File: config.mk
export PLATFORM = sky130hd
export DESIGN_NAME = sync_delay_ctrl
export DESIGN_NICKNAME = d
export VERILOG_FILES = /design/src/rtl/sync_delay_ctrl.sv
export SDC_FILE = /design/constraint.sdc
export NUM_CORES = 1
export LEC_CHECK = 0
export CORE_ASPECT_RATIO = 0.9
export CORE_UTILIZATION = 51
export CTS_CLUSTER_DIAMETER = 200
export DETAILED_ROUTE_END_ITERATION = 7
export PLACE_DENSITY = 0.76
export SKIP_LAST_GASP = 1
export SLEW_MARGIN = 20
export SYNTH_ARGS = -nofsm -noshare
export SYNTH_HDL_FRONTEND = slang
export SYNTH_SLANG_ARGS = --single-unit
File: constraint.sdc
create_clock -name clk -period 3.3 [get_ports clk]
set_input_delay 0.33 -clock clk [delete_from_list [all_inputs] [get_ports clk]]
set_output_delay 0.33 -clock clk [all_outputs]
set_load 0.005 [all_outputs]
File: src/rtl/sync_delay_ctrl.sv
// sync_delay_ctrl: programmable sync-pulse scheduler.
// A sync_in pulse arms a down-counter, and sync_out fires delay_reg + 1 cycles
// later. A pulse that arrives while the counter is busy is reported as missed.
// Optional feature macro: SYNC_DELAY_CTRL_RETRIGGER_EN. When it is defined, a
// pulse that arrives mid-count restarts the count, and the in-flight pulse is dropped.
module sync_delay_ctrl #(
    parameter string       ARCHITECTURE  = "BEHAVIORAL",
    parameter int unsigned COUNT_WIDTH   = 16,
    parameter int unsigned DEFAULT_DELAY = 0,
    parameter int unsigned MISS_WIDTH    = 8
) (
    input  logic                   clk,
    input  logic                   rst,
    input  logic                   en,
    input  logic [COUNT_WIDTH-1:0] delay_val,
    input  logic                   load,
    input  logic                   sync_in,
    output logic                   sync_out,
    output logic                   busy,
    output logic [COUNT_WIDTH-1:0] count_out,
    output logic                   missed,
    output logic [MISS_WIDTH-1:0]  miss_cnt
);

    localparam logic [0:0] ST_IDLE  = 1'b0;
    localparam logic [0:0] ST_COUNT = 1'b1;

    // All vendor flavours share the behavioural implementation.
    if (ARCHITECTURE != "BEHAVIORAL" && ARCHITECTURE != "VIRTEX5" &&
        ARCHITECTURE != "VIRTEX6") begin : g_bad_arch
        $error("sync_delay_ctrl: unsupported ARCHITECTURE");
    end

    logic [0:0]             state_q, state_d;
    logic [COUNT_WIDTH-1:0] cnt_q, cnt_d;
    logic [COUNT_WIDTH-1:0] delay_q, delay_d;
    logic                   sync_out_q, sync_out_d;
    logic                   missed_q, missed_d;
    logic [MISS_WIDTH-1:0]  miss_cnt_q, miss_cnt_d;
    logic                   arm_c;

    // Next-state logic. cnt is held at zero in IDLE, so it drives count_out directly.
    always_comb begin
        state_d    = state_q;
        cnt_d      = cnt_q;
        delay_d    = load ? delay_val : delay_q;
        sync_out_d = 1'b0;
        missed_d   = 1'b0;
        miss_cnt_d = miss_cnt_q;
        arm_c      = 1'b0;

        if (en) begin
            case (state_q)
                ST_IDLE: begin
                    arm_c = sync_in;
                end
                ST_COUNT: begin
                    if (cnt_q == '0) begin
                        sync_out_d = 1'b1;
                        state_d    = ST_IDLE;
                        arm_c      = sync_in;
                    end else begin
                        cnt_d = cnt_q - COUNT_WIDTH'(1);
                        if (sync_in) begin
                            missed_d = 1'b1;
                            if (miss_cnt_q != '1) begin
                                miss_cnt_d = miss_cnt_q + MISS_WIDTH'(1);
                            end
`ifdef SYNC_DELAY_CTRL_RETRIGGER_EN
                            arm_c = 1'b1;
`endif
                        end
                    end
                end
                default: begin
                    state_d = ST_IDLE;
                    cnt_d   = '0;
                end
            endcase

            // An arm always uses the delay that was in place before this edge.
            if (arm_c) begin
                if (delay_q == '0) begin
                    sync_out_d = 1'b1;
                    state_d    = ST_IDLE;
                    cnt_d      = '0;
                end else begin
                    state_d = ST_COUNT;
                    cnt_d   = delay_q - COUNT_WIDTH'(1);
                end
            end else if (state_d == ST_IDLE) begin
                cnt_d = '0;
            end
        end
    end

    // State registers. An asynchronous reset aborts any count that is in flight.
    always_ff @(posedge clk or posedge rst) begin
        if (rst) begin
            state_q    <= ST_IDLE;
            cnt_q      <= '0;
            delay_q    <= COUNT_WIDTH'(DEFAULT_DELAY);
            sync_out_q <= 1'b0;
            missed_q   <= 1'b0;
            miss_cnt_q <= '0;
        end else begin
            state_q    <= state_d;
            cnt_q      <= cnt_d;
            delay_q    <= delay_d;
            sync_out_q <= sync_out_d;
            missed_q   <= missed_d;
            miss_cnt_q <= miss_cnt_d;
        end
    end

    assign sync_out  = sync_out_q;
    assign busy      = (state_q == ST_COUNT);
    assign count_out = cnt_q;
    assign missed    = missed_q;
    assign miss_cnt  = miss_cnt_q;

endmodule

---- Yosys cells after proc, flatten, opt, wreduce, memory -nomap -nowiden ----
Cells that the tools add are included.
cells by class
  bitwise logic cells ..................... 2
  reduce and logical (&&, ||, !) cells .... 4
  equality and inequality tests ........... 3
  multiplexer cells ....................... 22
  add/sub/neg operators ................... 3
operators with widths
  cell                                                                   number
  16-bit 2-to-1 mux                                                      5
  16-bit zero test                                                       2
  16-bit by 1-bit subtractor with 16-bit output (second input constant)  2
  1-bit 2-to-1 mux                                                       16
  8-bit by 1-bit adder with 8-bit output (second input constant)         1
  8-bit inequality test (second input constant)                          1
  3-bit inequality test (second input constant)                          2
  5-bit AND reduction                                                    1
  3-bit AND reduction                                                    1
  1-bit NOT                                                              2
  1-bit case mux with 2 select lines                                     1
storage, ports and cells
  output and inout port bits .............. 27
  bits of input ports ..................... 21
  register bits ........................... 43

---- Logic depth before layout (Yosys ltp) ----
Gate-level depths: netlist of the first run.
  depth after elaboration ................. 6
  depth in mapped cells ................... 8
  gate-level depth less buffers ........... 7

---- Worst setup path before layout of the first run ----
OpenSTA, ideal clock, no wires.
  path kind ............................... register to register
  start ................................... reg cnt_q[0], in the netlist count_out[0]
  end ..................................... reg cnt_q[10], in the netlist count_out[10]
  data required time ...................... 3.174 ns
  path buffers ............................ 1
  library setup time ...................... 0.126 ns
  cell stages (with the launch flop) ...... 8
  period minus slack after synthesis ...... 2.306 ns
  arrival time ............................ 2.180 ns
  path slack .............................. 0.994 ns
  cell sequence ........................... dfrtp_1 inv_1 ha_1 or4b_2 o41ai_4 buf_6 o21ai_0 a221o_1
between the ends
  longest elaborated chain between the ends .. 6
  elaborated cells on any way between the ends .. 15
  classes of those cells .................. 1 x add/sub; 2 x eq/ne; 10 x mux; 2 x reduce/logical
ends and longest elaborated chain
  item                                                                                   RTL line  text
  from (decl)                                                                            35        logic [COUNT_WIDTH-1:0] cnt_q, cnt_d;
  from (signal assigned)                                                                 108       cnt_q <= cnt_d;
  branches (longest 6 deep; another with 16-bit by 1-bit subtractor with 16-bit output)  -
Several ways; the timed one is not identified. The select of a mux whose other input is x is not followed.
A chain may end at the register's enable or synchronous reset.

---- Worst setup path after layout of the first run ----
Ends and elaborated chain as after synthesis.

==> impl_metrics.py, run 1 <==
metrics = {
    "outcome": {
        "status": "complete, no violations",
    },
    "yosys": {
        "syn_nets": 261,
        "yosysTopAreaCell": "dfrtp_1",
        "synth.area.top_cells": "dfrtp_1 (45%), mux2_2 (7.0%), o21ai_0 (3.7%)",
        "avgSynthCellArea_um2": 10.2,
        "synth_top_area_frac": 0.447,
        "synth_edf_count": 0,
        "synth_ff_type": "dfrtp_1",
        "seq_area_frac_synth": 0.447,
        "yosysUniqueCellTypes": 47,
        "syn_area_mm2": 0.00241,
        "yosysWarnings": 0,
        "yosys-top-cells-count": "dfrtp_1 (43), nor2_1 (21), o21ai_0 (18)",
        "synth_most_common_cell": "dfrtp_1",
        "postSynthCellCount": 236,
        "async_flop_share": 1.00,
        "synth-seq-cells": 43,
    },
    "placed_design": {
        "dpl.hpwl_mm": 4.01,
        "port_buffers": 47,
        "place.gp.congestion": 0.876,
        "dp.cells": 341,
    },
    "critical_path": {
        "path_max_fanout": 6,
        "worstPathRequired_ns": 3.49,
        "worst-setup-path-type": "reg2reg",
        "cp-start-kind": "register",
        "cp-end-kind": "register",
        "crit_arrival_ns": 2.76,
    },
    "finish": {
        "area_growth_pct": 26.5,
        "nets": 311,
        "insertedDiodeCount": 0,
        "final_cells": 349,
        "drive_gt1_frac": 0.122,
        "nFillCells": 352,
    },
    "timing": {
        "period_minus_slack_ns": 2.57,
        "setup_total_negative_slack_ns": 0,
        "rsz0062_at_grt": "no",
        "fin_worst_skew_ns": 0.00913,
        "relSlewSlack": 0.383,
        "final_hold_viol_count": 0,
        "finalCritPeriodShare": 0.780,
        "worst_pin_slew_ns": 0.918,
        "maxSlewViolCount": 0,
        "max_freq_mhz": 389,
        "setup_violations": 0,
    },
    "route": {
        "drt_iter0_markers": 277,
        "totalWireLength_mm": 5.46,
        "drcViolationCount": 0,
        "vias": 2068,
        "ant_nets": 0,
        "avgViaCountPerCell": 5.93,
        "wl_per_cell_um": 15.6,
        "dr.pass1.iters": 5,
    },
    "hold_path": {
        "hold_path.class": "in2async",
    },
    "grt": {
        "grt_usage": 0.242,
        "grt_pass1_wl_mm": 8.94,
        "antenna_found_initial": 0,
        "grt_start_max_net_pins": 23,
        "grt_pass1_vias": 1867,
        "gr-total-overflow": 0,
    },
    "die": {
        "die_w_um": 74.4,
        "die_h_um": 67.2,
        "start_util": 0.537,
        "die_area_mm2": 0.00500,
        "design.core.area_mm2": 0.00449,
        "pin_count": 48,
        "rows": 23,
    },
    "clocking": {
        "numCtsBuffers": 5,
        "clk_path_buf_depth": 2,
        "cts.sinks": 43,
        "cts_hold_buf": 0,
        "insertion_delay_ns": 0.31,
        "ctsHtreeMaxLevel": 2,
        "post-cts-setup-buffer-count": 0,
        "cts_tree": "yes",
        "clk_pin_slew_ns": 0.08,
        "cts_resized": 0,
        "root_buffer": "clkbuf_8",
    },
    "pwr": {
        "peakVddDrop_v": 0.000301,
        "p_per_area_mw_per_mm2": 643,
        "p_leak_uw": 0.00122,
    },
    "job": {
        "maxCapViolations": 0,
    },
}
## critical path: stages, from the launching register on
cell and delay, ns:
dfrtp_1 0.45, inv_1 0.13, ha_1 0.15, or4b_2 0.64
o41a_1 0.45, nand2_1 0.25, nor2_1 0.08, a221o_1 0.30
## power breakdown
| group | internal (uW) | switching [uW] | total, uW |
|---|---|---|---|
| combinational | 422 | 299 | 720 |
| clock | 191 | 182 | 373 |
| sequential | 667 | 198 | 865 |
## metrics by stage
step           utilization  setup WS (ns)  area (um^2)  power, uW  hold WS, ns
6_report             0.679          0.727         3050       1960        0.484
3_3_place_gp         0.656          0.785         2950       1570        0.482
3_5_place_dp         0.656          0.779         2950       1590        0.484
5_1_grt              0.679          0.556         3050       2080        0.535
4_1_cts              0.679          0.759         3050       1960        0.494
2_1_floorplan            -          0.994         2410       1210        0.451
## area by class of cell
class,instances,area [um^2],share of cell area
well taps,62,77.6,0.0255
repair buffers,52,508,0.167
flip-flops and latches,43,1080,0.353
inverters,7,26.3,0.00862
clock buffers,8,100,0.0329
multi-input cells,177,1260,0.413
## registers in the layout, indices dropped and copies added (netlist names)
register and cells:
busy 1, count_out 16, delay_q 16, miss_cnt 8, missed 1, sync_out 1
## cells in the final DEF (no fill, tap or decap), types with 4 or more instances in the layout
cell type,count
a21oi_1,6
a221o_1,7
and3_1,4
buf_4,5
clkbuf_8,7
clkdlybuf4s50_1,47
dfrtp_1,43
ha_1,4
inv_1,7
mux2_2,15
nand2_1,16
nand3_1,6
nand4_1,5
nor2_1,21
nor3_1,14
nor4_1,8
o21ai_0,18
xnor2_1,10
xor2_1,8
## cells by family after synthesis
logic type      Yosys count  share of synthesized area
mux                      15                     0.0701
fa+ha+maj                 4                     0.0208
xor+xnor                 18                     0.0655
buf+inv                  16                     0.0306
flops                    43                      0.447
compound gates           47                      0.157
simple gates             93                      0.209
## worst paths after layout
kind                                   start       endpoint  slack (ns)  cells past startpoint
max in group asynchronous                rst    delay_q[13]        2.02                      3
worst max register to register  count_out[0]  count_out[10]        0.73                      7
min in group clk                 miss_cnt[7]    miss_cnt[7]        0.49                      1
worst min-delay path                     rst    miss_cnt[6]        0.48                      2
worst min register to register   miss_cnt[7]    miss_cnt[7]        0.49                      1
worst max-delay path            count_out[0]  count_out[10]        0.73                      7
## metal layers
layer	part of all wire	vias to the layer above	global-route usage
li1	-	980	-
met1	0.47	989	0.347
met2	0.45	93	0.352
met3	0.060	6	0.0493
met4	0.013	0	0.106
met5	0	-	0
(Power assumes the default switching activity.)
==> run 2: changes to the inputs <==
Settings changed: CORE_UTILIZATION 51 to 46, PLACE_DENSITY 0.76 to 0.72.
Clock period 3.3 ns to 2.25 ns, I/O delays scaled along.
==> run 2 against run 1 <==
The flow now finishes with violations (setup timing); worst setup slack got worse by 0.79 ns; critical path depth unchanged; utilization increased by 2.8 points; register-to-register slack got worse by 0.79 ns; global-route usage increased by 0.078 points; first-iteration DRC count decreased by 18%; via count increased by 11%; highest routed layer unchanged.
==> impl_metrics.py, run 2 (synthesis gave the netlist of run 1 again) <==
metrics = {
    "critical_path": {
        "cp-start-kind": "register",
        "path_max_fanout": 5,
        "worst-setup-path-type": "reg2reg",
        "cp-end-kind": "register",
        "worstPathRequired_ns": 2.44,
        "crit_arrival_ns": 2.50,
    },
    "clocking": {
        "cts_tree": "yes",
        "insertion_delay_ns": 0.30,
        "cts_hold_buf": 0,
        "clk_pin_slew_ns": 0.08,
        "numCtsBuffers": 5,
        "clk_path_buf_depth": 2,
        "cts.sinks": 43,
        "root_buffer": "clkbuf_8",
        "ctsHtreeMaxLevel": 2,
    },
    "timing": {
        "fin_worst_skew_ns": 0.00895,
        "setup_ws_ns": -0.0595,
        "maxSlewViolCount": 0,
        "worst_pin_slew_ns": 0.613,
        "relSlewSlack": 0.590,
        "period_minus_slack_ns": 2.31,
        "setup_violations": 9,
        "setup_total_negative_slack_ns": -0.222,
        "max_freq_mhz": 433,
        "rsz0062_at_grt": "yes",
        "final_hold_viol_count": 0,
        "finalCritPeriodShare": 1.03,
    },
    "grt": {
        "gr-total-overflow": 0,
        "grt_usage": 0.242,
        "grt_start_max_net_pins": 44,
        "grt_pass1_wl_mm": 10.4,
        "antenna_found_initial": 0,
        "grt_pass1_vias": 2140,
    },
    "placed_design": {
        "place.gp.congestion": 0.888,
        "placed_area_mm2": 0.00320,
        "dp.cells": 375,
        "port_buffers": 47,
        "dpl.hpwl_mm": 4.50,
    },
    "finish": {
        "nFillCells": 368,
        "area_growth_pct": 44.5,
        "nets": 351,
        "drive_gt1_frac": 0.275,
        "final_cells": 392,
        "final_cell_mix": "clkdlybuf4s50_1 (47), dfrtp_1 (43), buf_4 (40)",
        "mostFrequentLayoutCell": "clkdlybuf4s50_1",
        "design_area_mm2": 0.00348,
        "insertedDiodeCount": 0,
        "fin_util": 0.707,
    },
    "outcome": {
        "status": "complete, but fails checks",
        "violations": "setup timing",
    },
    "route": {
        "drcViolationCount": 0,
        "vias": 2305,
        "avgViaCountPerCell": 5.88,
        "totalWireLength_mm": 6.63,
        "dr.pass1.iters": 5,
        "wl_per_cell_um": 16.9,
        "drt_iter0_markers": 227,
        "ant_nets": 0,
    },
    "pwr": {
        "fin_total_pwr_uw": 3290,
        "p_per_area_mw_per_mm2": 945,
        "peakVddDrop_v": 0.000624,
        "p_leak_uw": 0.00144,
    },
    "die": {
        "pin_count": 48,
        "design.core.area_mm2": 0.00492,
        "die_w_um": 78.3,
        "start_util": 0.489,
        "die_area_mm2": 0.00553,
        "rows": 24,
        "die_h_um": 70.6,
    },
    "job": {
        "maxCapViolations": 0,
    },
    "hold_path": {
        "hold_path.class": "in2async",
    },
}
[run 2: worst max-delay path: stages, from the launching register on]
cell and delay (ns):
dfrtp_1 0.39, inv_2 0.10, ha_4 0.13, or4b_4 0.49, o41a_1 0.54, o21ai_1 0.12, nand2_1 0.07, a221o_1 0.35
[run 2: timing repair]
action | 4_1_cts | 5_1_grt
cloned | 1 | 2
pin swaps | 1 | 13
gates resized for setup | 4 | 18
setup buffers | 2 | 4
setup endpoints to repair | 12 | 23
[run 2: per-stage QoR]
step	hold WS (ns)	setup slack, ns
after global routing	0.418	-0.108
after CTS	0.393	0.00303
after detailed placement	0.492	-0.0459
final	0.376	-0.0595
after floorplan	0.346	0.0315
after global placement	0.483	-0.0197
[run 2: power by group]
part	internal, uW	switching (uW)
sequential	979	177
clock	280	263
combinational	903	688
total	2160	1130
[run 2: final timing paths]
check                                  start       endpoint  slack, ns  cells after the start
worst max-delay path            count_out[1]  count_out[15]      -0.06                      7
worst min-delay path                     rst   count_out[8]       0.38                      3
worst max register to register  count_out[1]  count_out[15]      -0.06                      7
worst min register to register   miss_cnt[7]    miss_cnt[7]       0.51                      1
max in group asynchronous                rst     delay_q[4]       1.51                      3
min in group clk                delay_val[1]     delay_q[1]       0.50                      3
[run 2: per-layer routing]
layer  wire length, um  up-vias  part of all wire  global-route usage
li1                  -     1066                 -                   -
met1              2890     1086              0.44               0.347
met2              3180      135              0.48               0.368
met3               423       18             0.064              0.0361
met4               140        0             0.021               0.103
met5                 0        -                 0                   0
[run 2: cell type report]
class / count / area, um^2 / area share
Timing Repair Buffer: 91 / 852 / 0.245
Multi-Input combinational cell: 178 / 1350 / 0.386
Sequential cell: 43 / 1080 / 0.309
Tap cell: 65 / 81.3 / 0.0234
Inverter: 7 / 26.3 / 0.00755
Clock buffer: 8 / 100 / 0.0288
==> run 3: changes to the inputs <==
Settings changed: MAX_ROUTING_LAYER set to met4.
==> run 3 against run 2 <==
The flow still finishes with violations (setup timing); register-to-register slack about the same; final cell count unchanged; via count about the same; routed wire length rose by 0.11%; critical path depth increased by 1; utilization stayed put; flip-flop and latch count stayed put; cell area did not move; clock skew shrank 0.00094 ns; clock power barely moved; largest power group unchanged.
==> impl_metrics.py, run 3 (synthesis gave the netlist of run 1 again) <==
metrics = {
    "placed_design": {
        "placed_area_mm2": 0.00320,
        "dpl.hpwl_mm": 4.50,
        "dp.cells": 375,
        "port_buffers": 47,
        "place.gp.congestion": 0.903,
        "place_ws_ns": -0.0459,
    },
    "pwr": {
        "p_leak_uw": 0.00144,
        "peakVddDrop_v": 0.000626,
        "p_per_area_mw_per_mm2": 946,
    },
    "die": {
        "start_util": 0.489,
        "design.core.area_mm2": 0.00492,
        "die_area_mm2": 0.00553,
        "die_w_um": 78.3,
        "die_h_um": 70.6,
        "pin_count": 48,
        "rows": 24,
    },
    "finish": {
        "final_cells": 392,
        "mostFrequentLayoutCell": "clkdlybuf4s50_1",
        "insertedDiodeCount": 0,
        "final_cell_mix": "clkdlybuf4s50_1 (47), dfrtp_1 (43), buf_4 (40)",
        "drive_gt1_frac": 0.275,
        "nFillCells": 368,
        "area_growth_pct": 44.5,
        "nets": 351,
        "design_area_mm2": 0.00348,
    },
    "clocking": {
        "cts.sinks": 43,
        "insertion_delay_ns": 0.30,
        "numCtsBuffers": 5,
        "clk_path_buf_depth": 2,
        "ctsHtreeMaxLevel": 2,
        "clk_pin_slew_ns": 0.08,
        "cts_tree": "yes",
        "root_buffer": "clkbuf_8",
        "cts_hold_buf": 0,
    },
    "route": {
        "ant_nets": 0,
        "drt_iter0_markers": 264,
        "totalWireLength_mm": 6.64,
        "wl_per_cell_um": 16.9,
        "drcViolationCount": 0,
        "avgViaCountPerCell": 5.88,
        "vias": 2304,
        "dr.pass1.iters": 5,
    },
    "timing": {
        "period_minus_slack_ns": 2.30,
        "finalCritPeriodShare": 1.02,
        "setup_ws_ns": -0.0539,
        "worst_pin_slew_ns": 0.611,
        "rsz0062_at_grt": "yes",
        "max_freq_mhz": 434,
        "setup_violations": 10,
        "final_hold_viol_count": 0,
        "maxSlewViolCount": 0,
        "fin_worst_skew_ns": 0.00801,
        "relSlewSlack": 0.591,
    },
    "critical_path": {
        "path_max_fanout": 6,
        "cp-end-kind": "register",
        "crit_arrival_ns": 2.49,
        "cp-start-kind": "register",
        "worst-setup-path-type": "reg2reg",
        "worstPathRequired_ns": 2.44,
    },
    "hold_path": {
        "hold_path.class": "in2async",
    },
    "job": {
        "maxCapViolations": 0,
    },
    "grt": {
        "grt_usage": 0.250,
        "grt_pass1_vias": 2137,
        "antenna_found_initial": 0,
        "grt_start_max_net_pins": 44,
        "gr-total-overflow": 0,
        "grt_pass1_wl_mm": 10.4,
    },
    "outcome": {
        "status": "complete, but fails checks",
        "violations": "setup timing",
    },
}
[run 3: final timing paths]
kind | start | endpoint | slack (ns) | cells past startpoint
min in group clk | delay_val[1] | delay_q[1] | 0.50 | 3
max in group asynchronous | rst | count_out[1] | 1.50 | 3
setup / recovery | count_out[1] | count_out[6] | -0.05 | 8
setup reg to reg | count_out[1] | count_out[6] | -0.05 | 8
hold / removal | rst | miss_cnt[0] | 0.37 | 3
hold reg to reg | miss_cnt[7] | miss_cnt[7] | 0.50 | 1
[run 3: power by group]
part	total (uW)	switching (uW)	internal, uW
clock network	546	265	280
registers	1160	176	979
logic	1590	688	904
[run 3: what timing repair did]
| item | 4_1_cts | 5_1_grt |
|---|---|---|
| gates cloned | 1 | 2 |
| resized for setup | 4 | 18 |
| setup buffers | 2 | 4 |
| setup endpoints to repair | 12 | 23 |
| pin swaps | 1 | 13 |
[run 3: worst max-delay path: stages (launching register included)]
cell and delay (ns):
dfrtp_1 0.40, inv_2 0.10, ha_4 0.13, or4b_4 0.49, o41ai_4 0.30, buf_4 0.21
buf_12 0.12, o21ai_0 0.09, a221o_1 0.36
[run 3: layout make-up]
class                   instances  area [um^2]  share of cell area
multi-input cells             178         1350               0.386
clock buffers                   8          100              0.0288
flip-flops and latches         43         1080               0.309
well taps                      65         81.3              0.0234
inverters                       7         26.3             0.00755
repair buffers                 91          852               0.245
[run 3: per-stage QoR]
step	TNS (ns)	hold WS [ns]	utilization	power [uW]
4_1_cts	0	0.393	0.681	3200
3_3_place_gp	-0.0413	0.483	0.650	2600
3_5_place_dp	-0.199	0.492	0.650	2630
2_1_floorplan	0	0.346	-	1800
5_1_grt	-1.02	0.418	0.707	3470
6_report	-0.249	0.368	0.707	3290
[run 3: metal layers]
metal,up-vias,global-route usage,share of wire
li1,1066,-,-
met1,1094,0.348,0.44
met2,124,0.368,0.48
met3,20,0.0348,0.062
met4,0,0.103,0.025
met5,-,-,0
